<file path="src/rtl/msrv32_pkg.sv">
// rtl/msrv32_pkg.sv - shared encodings and helpers for the data-memory access path
package msrv32_pkg;

    typedef enum logic [1:0] {
        ST_IDLE = 2'b00,
        ST_ADDR = 2'b01,
        ST_DATA = 2'b10,
        ST_RESP = 2'b11
    } dmem_state_t;

    localparam logic [1:0] HTRANS_IDLE   = 2'b00;
    localparam logic [1:0] HTRANS_NONSEQ = 2'b10;

    localparam logic [1:0] SZ_BYTE = 2'b00;
    localparam logic [1:0] SZ_HALF = 2'b01;
    localparam logic [1:0] SZ_WORD = 2'b10;

    // Size 11 behaves exactly like a word access.
    function automatic logic [1:0] norm_size(input logic [1:0] size);
        return (size == 2'b11) ? SZ_WORD : size;
    endfunction

    function automatic logic is_misaligned(input logic [1:0] size, input logic [1:0] addr_lo);
        case (size)
            SZ_BYTE: return 1'b0;
            SZ_HALF: return addr_lo[0];
            default: return (addr_lo != 2'b00);
        endcase
    endfunction

endpackage

</file>
<file path="src/rtl/msrv32_store_align.sv">
// rtl/msrv32_store_align.sv - byte-lane mask and replicated store data
module msrv32_store_align
    import msrv32_pkg::*;
(
    input  logic [1:0]  addr_lo,
    input  logic [1:0]  size,
    input  logic [31:0] wdata,
    output logic [3:0]  mask,
    output logic [31:0] data
);

    // Replicate the right-aligned store data across lanes; the mask selects the live ones.
    always_comb begin
        mask = 4'b1111;
        data = wdata;
        case (size)
            SZ_BYTE: begin
                mask = 4'b0001 << addr_lo;
                data = {4{wdata[7:0]}};
            end
            SZ_HALF: begin
                mask = addr_lo[1] ? 4'b1100 : 4'b0011;
                data = {2{wdata[15:0]}};
            end
            default: begin
                mask = 4'b1111;
                data = wdata;
            end
        endcase
    end

endmodule

</file>
<file path="src/rtl/msrv32_dmem_access_ctrl.sv">
// rtl/msrv32_dmem_access_ctrl.sv - load/store request to AHB-style data bus sequencer
module msrv32_dmem_access_ctrl
    import msrv32_pkg::*;
(
    input  logic        ms_riscv32_mp_clk_in,
    input  logic        ms_riscv32_mp_rst_in,
    input  logic        req_valid_in,
    output logic        req_ready_out,
    input  logic        req_write_in,
    input  logic [31:0] req_addr_in,
    input  logic [1:0]  req_size_in,
    input  logic        req_unsigned_in,
    input  logic [31:0] req_wdata_in,
    output logic [31:0] ms_riscv32_mp_dmaddr_out,
    output logic [1:0]  ms_riscv32_mp_data_htrans_out,
    output logic        ms_riscv32_mp_dmwr_req_out,
    output logic [3:0]  ms_riscv32_mp_dmwr_mask_out,
    output logic [31:0] ms_riscv32_mp_dmdata_out,
    input  logic        ms_riscv32_mp_data_hready_in,
    input  logic        ms_riscv32_mp_data_hresp_in,
    output logic [1:0]  load_size_out,
    output logic        load_unsigned_out,
    output logic [1:0]  iadder_out_1_to_0_out,
    output logic        ahb_resp_out,
    output logic        rsp_valid_out,
    output logic        rsp_error_out,
    output logic        misaligned_out
);

    dmem_state_t state;
    logic [3:0]  align_mask;
    logic [31:0] align_data;
    logic        req_misaligned;

    msrv32_store_align u_store_align (
        .addr_lo (req_addr_in[1:0]),
        .size    (req_size_in),
        .wdata   (req_wdata_in),
        .mask    (align_mask),
        .data    (align_data)
    );

    assign req_misaligned = is_misaligned(req_size_in, req_addr_in[1:0]);
    assign req_ready_out  = (state == ST_IDLE);

    // Transfer sequencer: every bus and response output is a register owned by this block.
    always_ff @(posedge ms_riscv32_mp_clk_in or posedge ms_riscv32_mp_rst_in) begin
        if (ms_riscv32_mp_rst_in) begin
            state                         <= ST_IDLE;
            ms_riscv32_mp_dmaddr_out      <= 32'h0;
            ms_riscv32_mp_data_htrans_out <= HTRANS_IDLE;
            ms_riscv32_mp_dmwr_req_out    <= 1'b0;
            ms_riscv32_mp_dmwr_mask_out   <= 4'b0000;
            ms_riscv32_mp_dmdata_out      <= 32'h0;
            load_size_out                 <= SZ_BYTE;
            load_unsigned_out             <= 1'b0;
            iadder_out_1_to_0_out         <= 2'b00;
            ahb_resp_out                  <= 1'b0;
            rsp_valid_out                 <= 1'b0;
            rsp_error_out                 <= 1'b0;
            misaligned_out                <= 1'b0;
        end else begin
            case (state)
                ST_IDLE: begin
                    if (req_valid_in) begin
                        load_size_out         <= norm_size(req_size_in);
                        load_unsigned_out     <= req_unsigned_in;
                        iadder_out_1_to_0_out <= req_addr_in[1:0];
                        ahb_resp_out          <= 1'b0;
                        if (req_misaligned) begin
                            // Rejected locally: no bus cycle, answer on the next cycle.
                            state                       <= ST_RESP;
                            ms_riscv32_mp_dmwr_mask_out <= 4'b0000;
                            ms_riscv32_mp_dmdata_out    <= 32'h0;
                            rsp_valid_out               <= 1'b1;
                            rsp_error_out               <= 1'b0;
                            misaligned_out              <= 1'b1;
                        end else begin
                            state                         <= ST_ADDR;
                            ms_riscv32_mp_dmaddr_out      <= req_addr_in;
                            ms_riscv32_mp_data_htrans_out <= HTRANS_NONSEQ;
                            ms_riscv32_mp_dmwr_req_out    <= req_write_in;
                            ms_riscv32_mp_dmwr_mask_out   <= req_write_in ? align_mask : 4'b0000;
                            ms_riscv32_mp_dmdata_out      <= req_write_in ? align_data : 32'h0;
                        end
                    end
                end
                ST_ADDR: begin
                    if (ms_riscv32_mp_data_hready_in) begin
                        state                         <= ST_DATA;
                        ms_riscv32_mp_data_htrans_out <= HTRANS_IDLE;
                        ms_riscv32_mp_dmwr_req_out    <= 1'b0;
                    end
                end
                ST_DATA: begin
                    // hresp only means something on the sample where hready is high.
                    if (ms_riscv32_mp_data_hready_in) begin
                        state         <= ST_RESP;
                        rsp_valid_out <= 1'b1;
                        rsp_error_out <= ms_riscv32_mp_data_hresp_in;
                        ahb_resp_out  <= ms_riscv32_mp_data_hresp_in;
                    end
                end
                ST_RESP: begin
                    state          <= ST_IDLE;
                    rsp_valid_out  <= 1'b0;
                    rsp_error_out  <= 1'b0;
                    misaligned_out <= 1'b0;
                end
                default: state <= ST_IDLE;
            endcase
        end
    end

endmodule

</file>
<file path="config.mk">
export PLATFORM = sky130hd
export DESIGN_NAME = msrv32_dmem_access_ctrl
export DESIGN_NICKNAME = d
export VERILOG_FILES = /design/src/rtl/msrv32_pkg.sv /design/src/rtl/msrv32_store_align.sv /design/src/rtl/msrv32_dmem_access_ctrl.sv
export SDC_FILE = /design/constraint.sdc
export NUM_CORES = 1
export LEC_CHECK = 0
export BUFFER_PORTS_ARGS = -buffer_cell sky130_fd_sc_hd__buf_2
export CAP_MARGIN = 5
export CORE_MARGIN = 4
export CORE_UTILIZATION = 52
export DETAILED_ROUTE_END_ITERATION = 6
export HOLD_SLACK_MARGIN = 0.12
export PLACE_DENSITY = 0.86
export REMOVE_ABC_BUFFERS = 1
export SLEW_MARGIN = 20
export SYNTH_ARGS = -nofsm -noshare
export SYNTH_HDL_FRONTEND = slang
export SYNTH_SLANG_ARGS = --single-unit
</file>
<file path="constraint.sdc">
create_clock -name ms_riscv32_mp_clk_in -period 6 [get_ports ms_riscv32_mp_clk_in]
set_clock_uncertainty 0.2 [all_clocks]
set_input_delay 1.2 -clock ms_riscv32_mp_clk_in [delete_from_list [all_inputs] [get_ports ms_riscv32_mp_clk_in]]
set_output_delay 1.2 -clock ms_riscv32_mp_clk_in [all_outputs]
set_load 0.03 [all_outputs]
</file>
# --- Yosys cells after proc, flatten, opt, wreduce, memory -nomap -nowiden ---
# Cells that the tools add are included.
op_classes:
  n_eq_ne: 10
  shift: 1
  n_mux: 33
  bitwise: 1
  reduce_logical: 14
ops:
  columns: ["op", "n"]
  rows:
  - ["32-bit 2-to-1 mux", 2]
  - ["32-bit case mux with 2 select lines", 1]
  - ["2-bit 2-to-1 mux", 8]
  - ["4-bit 2-to-1 mux", 3]
  - ["3-bit AND reduction", 4]
  - ["1-bit 2-to-1 mux", 10]
  - ["2-bit != test, second input constant", 4]
  - ["1-bit case mux with 2 select lines", 4]
  - ["2-bit case mux with 4 select lines", 1]
  - ["4-bit case mux with 2 select lines", 1]
  - ["4-bit AND reduction", 2]
  - ["2-bit nonzero test", 4]
  - ["2-bit equality test, second input constant", 3]
  - ["1-bit case mux with 3 select lines", 2]
  - ["2-bit by 1-bit equality test with 1-bit output, second input constant", 2]
  - ["2-bit logical NOT", 2]
  - ["2-bit case mux with 2 select lines", 1]
  - ["1-bit by 2-bit << shifter with 4-bit output, first input constant", 1]
  - ["3-bit nonzero test", 1]
  - ["2-bit by 1-bit != test with 1-bit output, second input constant", 1]
  - ["2-bit AND reduction", 1]
  - ["1-bit NOT", 1]
totals:
  ff_bits: 82
  in_bits: 73
  output_inout_bits: 81

# --- Depth between registers and ports, before layout ---
# Gate-level depths: netlist of run 1.
depth:
  ltp_word: 5
  ltp_mapped: 7
  ltp_nobuf: 5

# --- Cells and area by module ---
# A second synthesis of run 1 with hierarchy kept.
unflattened:
  hier_cells: 277
  area_unflattened_um2: 3842.4
by_module_without_submodules:
  columns: ["mod", "n_inst", "cells_each", "area_per_inst_um2", "seq_area_each_um2"]
  rows:
  - ["msrv32_dmem_access_ctrl", 1, 217, 3318.2, 2026.9]
  - ["msrv32_store_align", 1, 60, 524.3, 0.0]

# --- Least setup slack after synthesis of run 1 ---
# No wires, ideal clock.
synth_timing:
  kind: "input to register"
  from: "input req_addr_in[1]"
  to: "register rsp_valid_out"
  setup_time_ns: 0.127
  t_arrival_ns: 2.261
  required_ns: 5.673
  slack_ns: 3.412
  cell_stages: 4
  cell_sequence: "buf_2 > a21boi_0 > a2111oi_2 > mux2_1"
synth_via:
  elab_chain_cells: 4
synth_rtl:
  columns: ["element", "line", "text"]
  rows:
  - ["from (decl)", "msrv32_dmem_access_ctrl.sv:10", "input logic [31:0] req_addr_in,"]
  - ["2-bit nonzero test", "msrv32_pkg.sv:27", "default: return (addr_lo != 2'b00);"]
  - ["1-bit case mux with 2 select lines", "msrv32_pkg.sv:24", "case (size)"]
  - ["2-bit by 1-bit != test with 1-bit output (no line)", null, null]
  - ["4-bit AND reduction (no line)", null, null]
  - ["to (signal assigned)", "msrv32_dmem_access_ctrl.sv:59", "rsp_valid_out <= 1'b0;"]
  - ["to (signal assigned)", "msrv32_dmem_access_ctrl.sv:75", "rsp_valid_out <= 1'b1;"]
  - ["to (signal assigned)", "msrv32_dmem_access_ctrl.sv:99", "rsp_valid_out <= 1'b1;"]
  - ["to (decl)", "msrv32_dmem_access_ctrl.sv:25", "output logic rsp_valid_out,"]
# No other way between the ends.
# A chain may end at the register's enable or synchronous reset.

# --- Final worst setup path of run 1 ---
layout_timing:
  from: "input req_valid_in"
  to: "register ms_riscv32_mp_dmaddr_out[21]"
layout_via:
  elab_chain_cells: 1
layout_rtl:
  columns: ["element", "line", "text"]
  rows:
  - ["from (decl)", "msrv32_dmem_access_ctrl.sv:7", "input logic req_valid_in,"]
  - ["3-bit AND reduction (no line)", null, null]
  - ["to (signal assigned)", "msrv32_dmem_access_ctrl.sv:80", "ms_riscv32_mp_dmaddr_out <= req_addr_in;"]
  - ["to (decl)", "msrv32_dmem_access_ctrl.sv:14", "output logic [31:0] ms_riscv32_mp_dmaddr_out,"]
# No other way between the ends.

==> run summary, run 1 <==
Initial core utilization = 0.5432
Clock network power share = 0.159
Antenna diode count = 0
# IOs = 154
Global Route met3 Usage = 0.04955
Commonest non-fill, non-tap cell in the layout = buf_2
CP Buf/Inv Count = 1
Worst path top cell family by delay = simple AND/OR/NAND/NOR gates
Port bufs = 152
Drt initial violations = 105
WS Path Type = in -> reg
Busiest grt layer = met2
Yosys top cell area share = 0.5433
Sequential share of the synthesized area = 0.5433
Most frequent cells in the layout = buf_2, dfrtp_1, nand2_1, mux2_1, mux2i_1
Nets = 541
Ys Warns = 0
# resized after CTS = 0
Achievable Freq = 0.3256 GHz
Worst Tran Pin Value = 0.7599 ns
CTS tree = done
Area leader, netlist = dfrtp_1
Combinational share of power = 0.483
Hold-fix buffers, CTS = 0
Vias in the first global route = 3002
First-pass GRT wire length = 15320 um
Setup crit end kind = register
EDFF count, synth = 0
Clock-pin transition on the worst setup and hold timing paths = 0.08 ns
DIE AREA = 8594 sq um
CTS H-tree lvls = 3
Met2 usage = 0.3782
DRC = 0
Setup Viol. Count Final = 0
RePlAce Congestion = 0.7876
Max Slew Vio Count = 0
Pint = 1.373 mW
Synth top area cells = dfrtp_1, mux2_1, mux2i_1
Die width = 92.71 um
Routed WL = 9483 um
Setup TNS = 0 ns
Site Rows = 30
Power Total = 2.574 mW
Largest net degree at the start of global routing = 82
Share of cells above drive strength 1 = 0.3987
Vias per cell = 5.303
Setup Buffers After CTS = 0
Total GRT Usage = 0.2292
Area Overhead vs Synth = 26.36%
Switching share of total power = 0.4664
Slowest cell delay on critical path = 0.65 ns
Post-DR wirelength/cell = 16.78 um
Crit path launch type = primary input
Root Buffer = clkbuf_8
Final Critical Period = 3.071 ns
Inserted Clock Buffers = 9
Hold Crit Class = reg -> reg
Outcome = finished, final reports clean
Final Hold Viols = 0
P_sw = 1.200 mW
Worst-Skew Late Latency = 0.34 ns
Worst Path Max Fanout = 32
Max Cap Viol = 0
Seq pwr share = 0.359
Post-synth top flop = dfrtp_1
Die Y-Extent = 92.71 um
Leak = 2.420 nW
Netlist Area Pre-Place = 3731 sq um
Seq cells post-synth = 81
Sink Count = 81
Initial antenna violation count = 0
Vias = 2996
Slew Limit Headroom = 0.4934
Hold WS = 0.2753 ns
Clk buf depth = 2
Crit path max-delay cell type = and2_1
Asr flop ratio synth = 1.000
Mapped Cells = 322
Power density over the cells = 545.9 nW/um^2
Initial DRT Pass Iterations = 4
Remaining antenna violation count = 0
Unrepaired setup endpoints after global routing = no
Worst EP arrival = 3.09 ns
GRT overflow = 0
Post-synthesis average cell area = 11.59 sq um
Crit-path cells = buf_2 > and2_1 > nand3_4 > mux2_1
Post-route clock period utilization = 0.5118
Distinct cells, synth = 40
Core footprint = 6869 sq um
Maximum vdd drop = 0.0002160 V
Crit path required time = 6.02 ns
HPWL after DPL = 6893 um
Routing usage on met1 = 0.3025
==> per-layer routing <==
layer  up-vias  share of wire
met2       120           0.49
met1      1453           0.42
li1       1411              -
met3        12          0.069
met5         -              0
met4         0          0.017
==> per-stage QoR <==
step	cell area, sq um	util	worst slack (ns)	cells
floorplan	3601	-	2.520	299
global placement	4501	0.6552	2.613	549
global route	4715	0.6863	2.711	565
detailed placement	4501	0.6552	2.532	549
CTS	4706	0.6851	2.912	565
finish	4715	0.6863	2.929	565
==> synthesized netlist by cell type (2+ instances only) <==
| master | instances |
|---|---|
| buf_6 | 3 |
| o41ai_1 | 3 |
| a21boi_0 | 2 |
| dfrtp_1 | 81 |
| ha_1 | 4 |
| clkbuf_1 | 6 |
| a21o_1 | 2 |
| o21ai_0 | 18 |
| a31oi_1 | 2 |
| and2_1 | 2 |
| nand2b_1 | 3 |
| nor2b_1 | 4 |
| o31ai_1 | 18 |
| a21oi_1 | 2 |
| buf_4 | 2 |
| nor2_1 | 3 |
| nand2_1 | 63 |
| mux2i_1 | 26 |
| inv_1 | 6 |
| buf_2 | 11 |
| nand3b_1 | 3 |
| mux2_1 | 30 |
| mux2_2 | 10 |
| nand4_1 | 2 |
==> state kept, by name, indices dropped and copies added, names as in the netlist <==
name / cells
load_size_out: 2
ms_riscv32_mp_dmwr_mask_out: 4
load_unsigned_out: 1
rsp_valid_out: 1
iadder_out_1_to_0_out: 2
ms_riscv32_mp_dmaddr_out: 32
ahb_resp_out: 1
misaligned_out: 1
ms_riscv32_mp_dmdata_out: 32
state: 2
rsp_error_out: 1
ms_riscv32_mp_data_htrans_out: 1
ms_riscv32_mp_dmwr_req_out: 1
==> cell families (layout without fill, tap and decap cells) <==
group,Yosys count,count (layout),share of synthesized area
adders and majority gates,4,4,0.01341
muxes,66,66,0.1905
buffers and inverters,29,176,0.04091
other,1,1,0.001005
AOI/OAI and AO/OA,56,56,0.1066
DFF,81,81,0.5433
xor gates and xnor gates,2,2,0.004696
and+or+nand+nor,83,83,0.09960
==> final timing paths <==
kind                                                start                             end  slack, ns  cells after the start
hold reg to reg            ms_riscv32_mp_dmwr_mask_out[0]  ms_riscv32_mp_dmwr_mask_out[0]       0.28                      2
hold / removal             ms_riscv32_mp_dmwr_mask_out[0]  ms_riscv32_mp_dmwr_mask_out[0]       0.28                      2
setup reg to reg                                 state[1]    ms_riscv32_mp_dmaddr_out[21]       2.93                      5
max in group asynchronous            ms_riscv32_mp_rst_in    ms_riscv32_mp_dmaddr_out[24]       4.24                      3
min in group asynchronous            ms_riscv32_mp_rst_in     ms_riscv32_mp_dmdata_out[9]       0.84                      3
setup / recovery                             req_valid_in    ms_riscv32_mp_dmaddr_out[21]       2.93                      4
==> worst register-to-register path, delay by kind of cell (launching register included) <==
family,cells,cell delay [ns]
buffers and inverters,1,0.11
adders and majority gates,1,0.44
muxes,1,0.50
DFF,1,0.42
and+or+nand+nor,2,1.27
==> final cells by class <==
type | count | area, sq um
fill | 521 | 2155
sequential | 81 | 2027
multi-input combinational | 212 | 1559
timing repair buffer | 154 | 779.5
clock buffer | 10 | 137.6
tap | 96 | 120.1
clock inverter | 6 | 67.56
inverter | 6 | 23.77
==> power groups by stage <==
stage / sequential (mW) / clock, mW / combinational, mW
2_1_floorplan: 1.40 / 0 / 0.368
3_3_place_gp: 0.921 / 0 / 1.22
3_5_place_dp: 0.935 / 0 / 1.25
4_1_cts: 0.924 / 0.414 / 1.26
5_1_grt: 0.954 / 0.443 / 1.33
6_report: 0.923 / 0.408 / 1.24
(Power assumes the default switching activity.)
==> run 2: changes to the inputs <==
Settings changed: CORE_UTILIZATION 52 to 48, PLACE_DENSITY 0.86 to 0.8.
Clock period 6 ns to 2.9 ns, I/O delays scaled along.
==> run summary, run 2 (synthesis results as in run 1) <==
Outcome = finished, final reports clean
Inserted Clock Buffers = 9
CTS tree = done
Core footprint = 7408 sq um
Max Cap Viol = 0
Antenna diode count = 0
Final Hold Viols = 0
# IOs = 154
Drt initial violations = 147
# resized after CTS = 0
Initial core utilization = 0.5036
Final worst setup slack = 0.4671 ns
Clk buf depth = 2
Setup Viol. Count Final = 0
Top flop regs = ms_riscv32_mp_dmaddr_out x32, ms_riscv32_mp_dmdata_out x32, ms_riscv32_mp_dmwr_mask_out x4
Port bufs = 152
Post-DR wirelength/cell = 16.24 um
Vias in the first global route = 3012
GRT overflow = 0
Slew Limit Headroom = 0.6491
DRC = 0
CTS H-tree lvls = 3
Worst-Skew Late Latency = 0.32 ns
Most frequent cells in the layout = buf_2, dfrtp_1, nand2_1, mux2_1, mux2i_1
Max Slew Vio Count = 0
Die width = 96.17 um
Area Overhead vs Synth = 27.06%
Leak = 2.433 nW
Hold-fix buffers, CTS = 1
Maximum vdd drop = 0.0005388 V
Initial DRT Pass Iterations = 4
WS Path Type = reg -> reg
DIE AREA = 9248 sq um
Root Buffer = clkbuf_8
Post-route clock period utilization = 0.8389
Setup TNS = 0 ns
Vias per cell = 5.250
Die Y-Extent = 96.17 um
Achievable Freq = 0.4110 GHz
Site Rows = 31
Clock-pin transition on the worst setup and hold timing paths = 0.09 ns
Pre-CTS WS = 0.4586 ns
Power density over the cells = 1108 nW/um^2
Worst EP arrival = 2.47 ns
Setup Buffers After CTS = 0
Setup crit end kind = register
RePlAce Congestion = 0.8141
Largest net degree at the start of global routing = 54
First-pass GRT wire length = 14720 um
Routed WL = 9292 um
HPWL after DPL = 6957 um
Crit path required time = 2.94 ns
Initial antenna violation count = 0
Total GRT Usage = 0.2070
Share of cells above drive strength 1 = 0.4017
Final Critical Period = 2.433 ns
Crit path launch type = register
Worst Path Max Fanout = 17
Worst Tran Pin Value = 0.5257 ns
Sink Count = 81
Commonest non-fill, non-tap cell in the layout = buf_2
Nets = 546
Remaining antenna violation count = 0
Unrepaired setup endpoints after global routing = no
Hold Crit Class = in -> reg
Vias = 3003
## run 2: worst paths after layout
kind,start,end,slack [ns],cells after the start
min in group asynchronous,ms_riscv32_mp_rst_in,load_unsigned_out,0.60,3
worst max-delay path,state[1],ms_riscv32_mp_dmdata_out[26],0.47,6
worst min register to register,ms_riscv32_mp_dmwr_mask_out[0],ms_riscv32_mp_dmwr_mask_out[0],0.27,2
worst min-delay path,req_unsigned_in,load_unsigned_out,0.25,3
worst max register to register,state[1],ms_riscv32_mp_dmdata_out[26],0.47,6
max in group asynchronous,ms_riscv32_mp_rst_in,ms_riscv32_mp_dmaddr_out[1],1.24,4
## run 2: power by group
part / total [mW] / internal [mW] / switching, mW
sequential: 1.89 / 1.63 / 0.260
combinational: 2.58 / 0.798 / 1.78
clock: 0.783 / 0.389 / 0.394
total: 5.25 / 2.82 / 2.43
## run 2: layer usage
layer / routed length (um) / vias up / track usage
met5: 0 / - / 0
met4: 125 / 0 / 0.07701
met3: 516 / 8 / 0.03206
met2: 4835 / 83 / 0.3519
met1: 3815 / 1495 / 0.2660
li1: - / 1417 / -
## run 2: critical path, cell delays in order (launching register included)
cell and delay (ns):
dfrtp_1 0.42, inv_1 0.12, ha_1 0.43, and2_1 0.27
buf_4 0.26, nand4_1 0.34, o21ai_0 0.30
## run 2: cell type report
cell class / count / area, sq um
Timing Repair Buffer: 159 / 828.3
Fill cell: 636 / 2668
Clock buffer: 9 / 123.9
Clock inverter: 6 / 60.06
Multi-Input combinational cell: 212 / 1554
Inverter: 6 / 23.77
Tap cell: 99 / 123.9
Sequential cell: 81 / 2027
## run 2: per-stage QoR
stage          hold slack [ns]  instance area [sq um]    util  std cells  power (mW)
2_1_floorplan           0.3257                   3601       -        299       3.654
3_3_place_gp            0.2532                   4547  0.6137        556       4.427
3_5_place_dp            0.2576                   4547  0.6137        556       4.522
4_1_cts                 0.2399                   4741  0.6399        572       5.308
5_1_grt                 0.2328                   4741  0.6399        572       5.602
6_report                0.2513                   4741  0.6399        572       5.253
==> run 3: changes to the inputs <==
Clock period 2.9 ns to 2.5 ns, I/O delays scaled along.
==> run summary, run 3 (synthesis results as in run 1) <==
Clock-pin transition on the worst setup and hold timing paths = 0.08 ns
Die Y-Extent = 96.17 um
# resized after CTS = 0
Final worst setup slack = 0.1781 ns
Hold Crit Class = in -> reg
# fillers = 612
CTS H-tree lvls = 3
Most frequent cells in the layout = buf_2, dfrtp_1, nand2_1, mux2_1, mux2i_1
DRC = 0
Site Rows = 31
Maximum vdd drop = 0.0008008 V
Achievable Freq = 0.4307 GHz
Remaining antenna violation count = 0
Largest net degree at the start of global routing = 53
RePlAce Congestion = 0.8859
Worst Tran Pin Value = 0.7294 ns
Post-DR wirelength/cell = 16.38 um
Pre-CTS WS = 0.1884 ns
Total GRT Usage = 0.2051
Worst-Skew Late Latency = 0.34 ns
CTS tree = done
Max Slew Vio Count = 0
Share of cells above drive strength 1 = 0.4034
Worst EP arrival = 2.38 ns
Initial core utilization = 0.5036
Drt initial violations = 105
Vias in the first global route = 2920
Routed WL = 9419 um
Clk buf depth = 2
Root Buffer = clkbuf_8
Final Critical Period = 2.322 ns
Unrepaired setup endpoints after global routing = no
Top flop regs = ms_riscv32_mp_dmaddr_out x32, ms_riscv32_mp_dmdata_out x32, ms_riscv32_mp_dmwr_mask_out x4
Area Overhead vs Synth = 28.77%
Crit path launch type = register
# IOs = 154
Die width = 96.17 um
Nets = 548
Initial DRT Pass Iterations = 4
Slew Limit Headroom = 0.5132
GRT overflow = 0
Setup Viol. Count Final = 0
Vias per cell = 5.197
Final Hold Viols = 0
Antenna diode count = 0
Core Util, Final = 0.6485
Setup crit end kind = register
Port bufs = 152
Inserted Clock Buffers = 9
Sink Count = 81
Vias = 2988
Worst Path Max Fanout = 17
WS Path Type = reg -> reg
Leak = 2.460 nW
Power density over the cells = 1305 nW/um^2
Core footprint = 7408 sq um
Post-route clock period utilization = 0.9288
Max Cap Viol = 0
Outcome = finished, final reports clean
Crit path required time = 2.56 ns
Commonest non-fill, non-tap cell in the layout = buf_2
Initial antenna violation count = 0
HPWL after DPL = 6965 um
First-pass GRT wire length = 14410 um
DIE AREA = 9248 sq um
## run 3: metrics by stage
| step | area [sq um] | setup TNS (ns) | cells | hold WS [ns] | power [mW] |
|---|---|---|---|---|---|
| 6_report | 4805 | 0 | 575 | 0.1608 | 6.271 |
| 2_1_floorplan | 3601 | -30.53 | 299 | 0.3257 | 4.238 |
| 5_1_grt | 4805 | 0 | 575 | 0.1478 | 6.659 |
| 3_5_place_dp | 4574 | 0 | 558 | 0.2548 | 5.280 |
| 4_1_cts | 4805 | 0 | 575 | 0.1413 | 6.337 |
| 3_3_place_gp | 4574 | 0 | 558 | 0.2535 | 5.173 |
## run 3: repair_timing
action                     in CTS  in global routing
setup endpoints to repair       0                  0
hold buffers                    1                  0
buffers inserted                0                  0
hold endpoints to repair       38                  0
## run 3: path summary, 6_finish.rpt
path / start / endpoint / slack, ns / cells after the start
max reg2reg: state[1] / ms_riscv32_mp_dmdata_out[26] / 0.18 / 7
min reg2reg: ms_riscv32_mp_dmwr_mask_out[0] / ms_riscv32_mp_dmwr_mask_out[0] / 0.27 / 2
min in group asynchronous: ms_riscv32_mp_rst_in / load_unsigned_out / 0.58 / 3
max: state[1] / ms_riscv32_mp_dmdata_out[26] / 0.18 / 7
max in group asynchronous: ms_riscv32_mp_rst_in / ms_riscv32_mp_dmaddr_out[23] / 0.86 / 4
min: req_addr_in[9] / ms_riscv32_mp_dmaddr_out[9] / 0.16 / 2
## run 3: layout make-up
| cell class | count | area [sq um] | share of cell area |
|---|---|---|---|
| clock buffers | 10 | 127.6 | 0.02656 |
| clock inverters | 6 | 92.59 | 0.01927 |
| inverters | 6 | 23.77 | 0.004948 |
| multi-input cells | 212 | 1554 | 0.3234 |
| flip-flops and latches | 81 | 2027 | 0.4219 |
| well taps | 99 | 123.9 | 0.02578 |
| repair buffers | 161 | 855.8 | 0.1781 |
## run 3: metal layers
metal,wire [um],up-vias,track usage
met5,0,-,0
met4,140,0,0.09716
met3,588,10,0.02971
met2,4895,105,0.3462
met1,3794,1444,0.2580
li1,-,1429,-
## run 3: worst max-delay path, cell delays in order, from the launching register on
cell and delay (ns):
dfrtp_1 0.42, inv_1 0.11, ha_1 0.24, buf_4 0.18, and2_1 0.19, buf_4 0.26, nand4_1 0.35, o21ai_0 0.28
## run 3: power by group
part	internal, mW	switching [mW]	total [mW]
Sequential	1.90	0.303	2.20
Clock	0.566	0.487	1.05
Combinational	0.949	2.07	3.02
Total	3.41	2.86	6.27
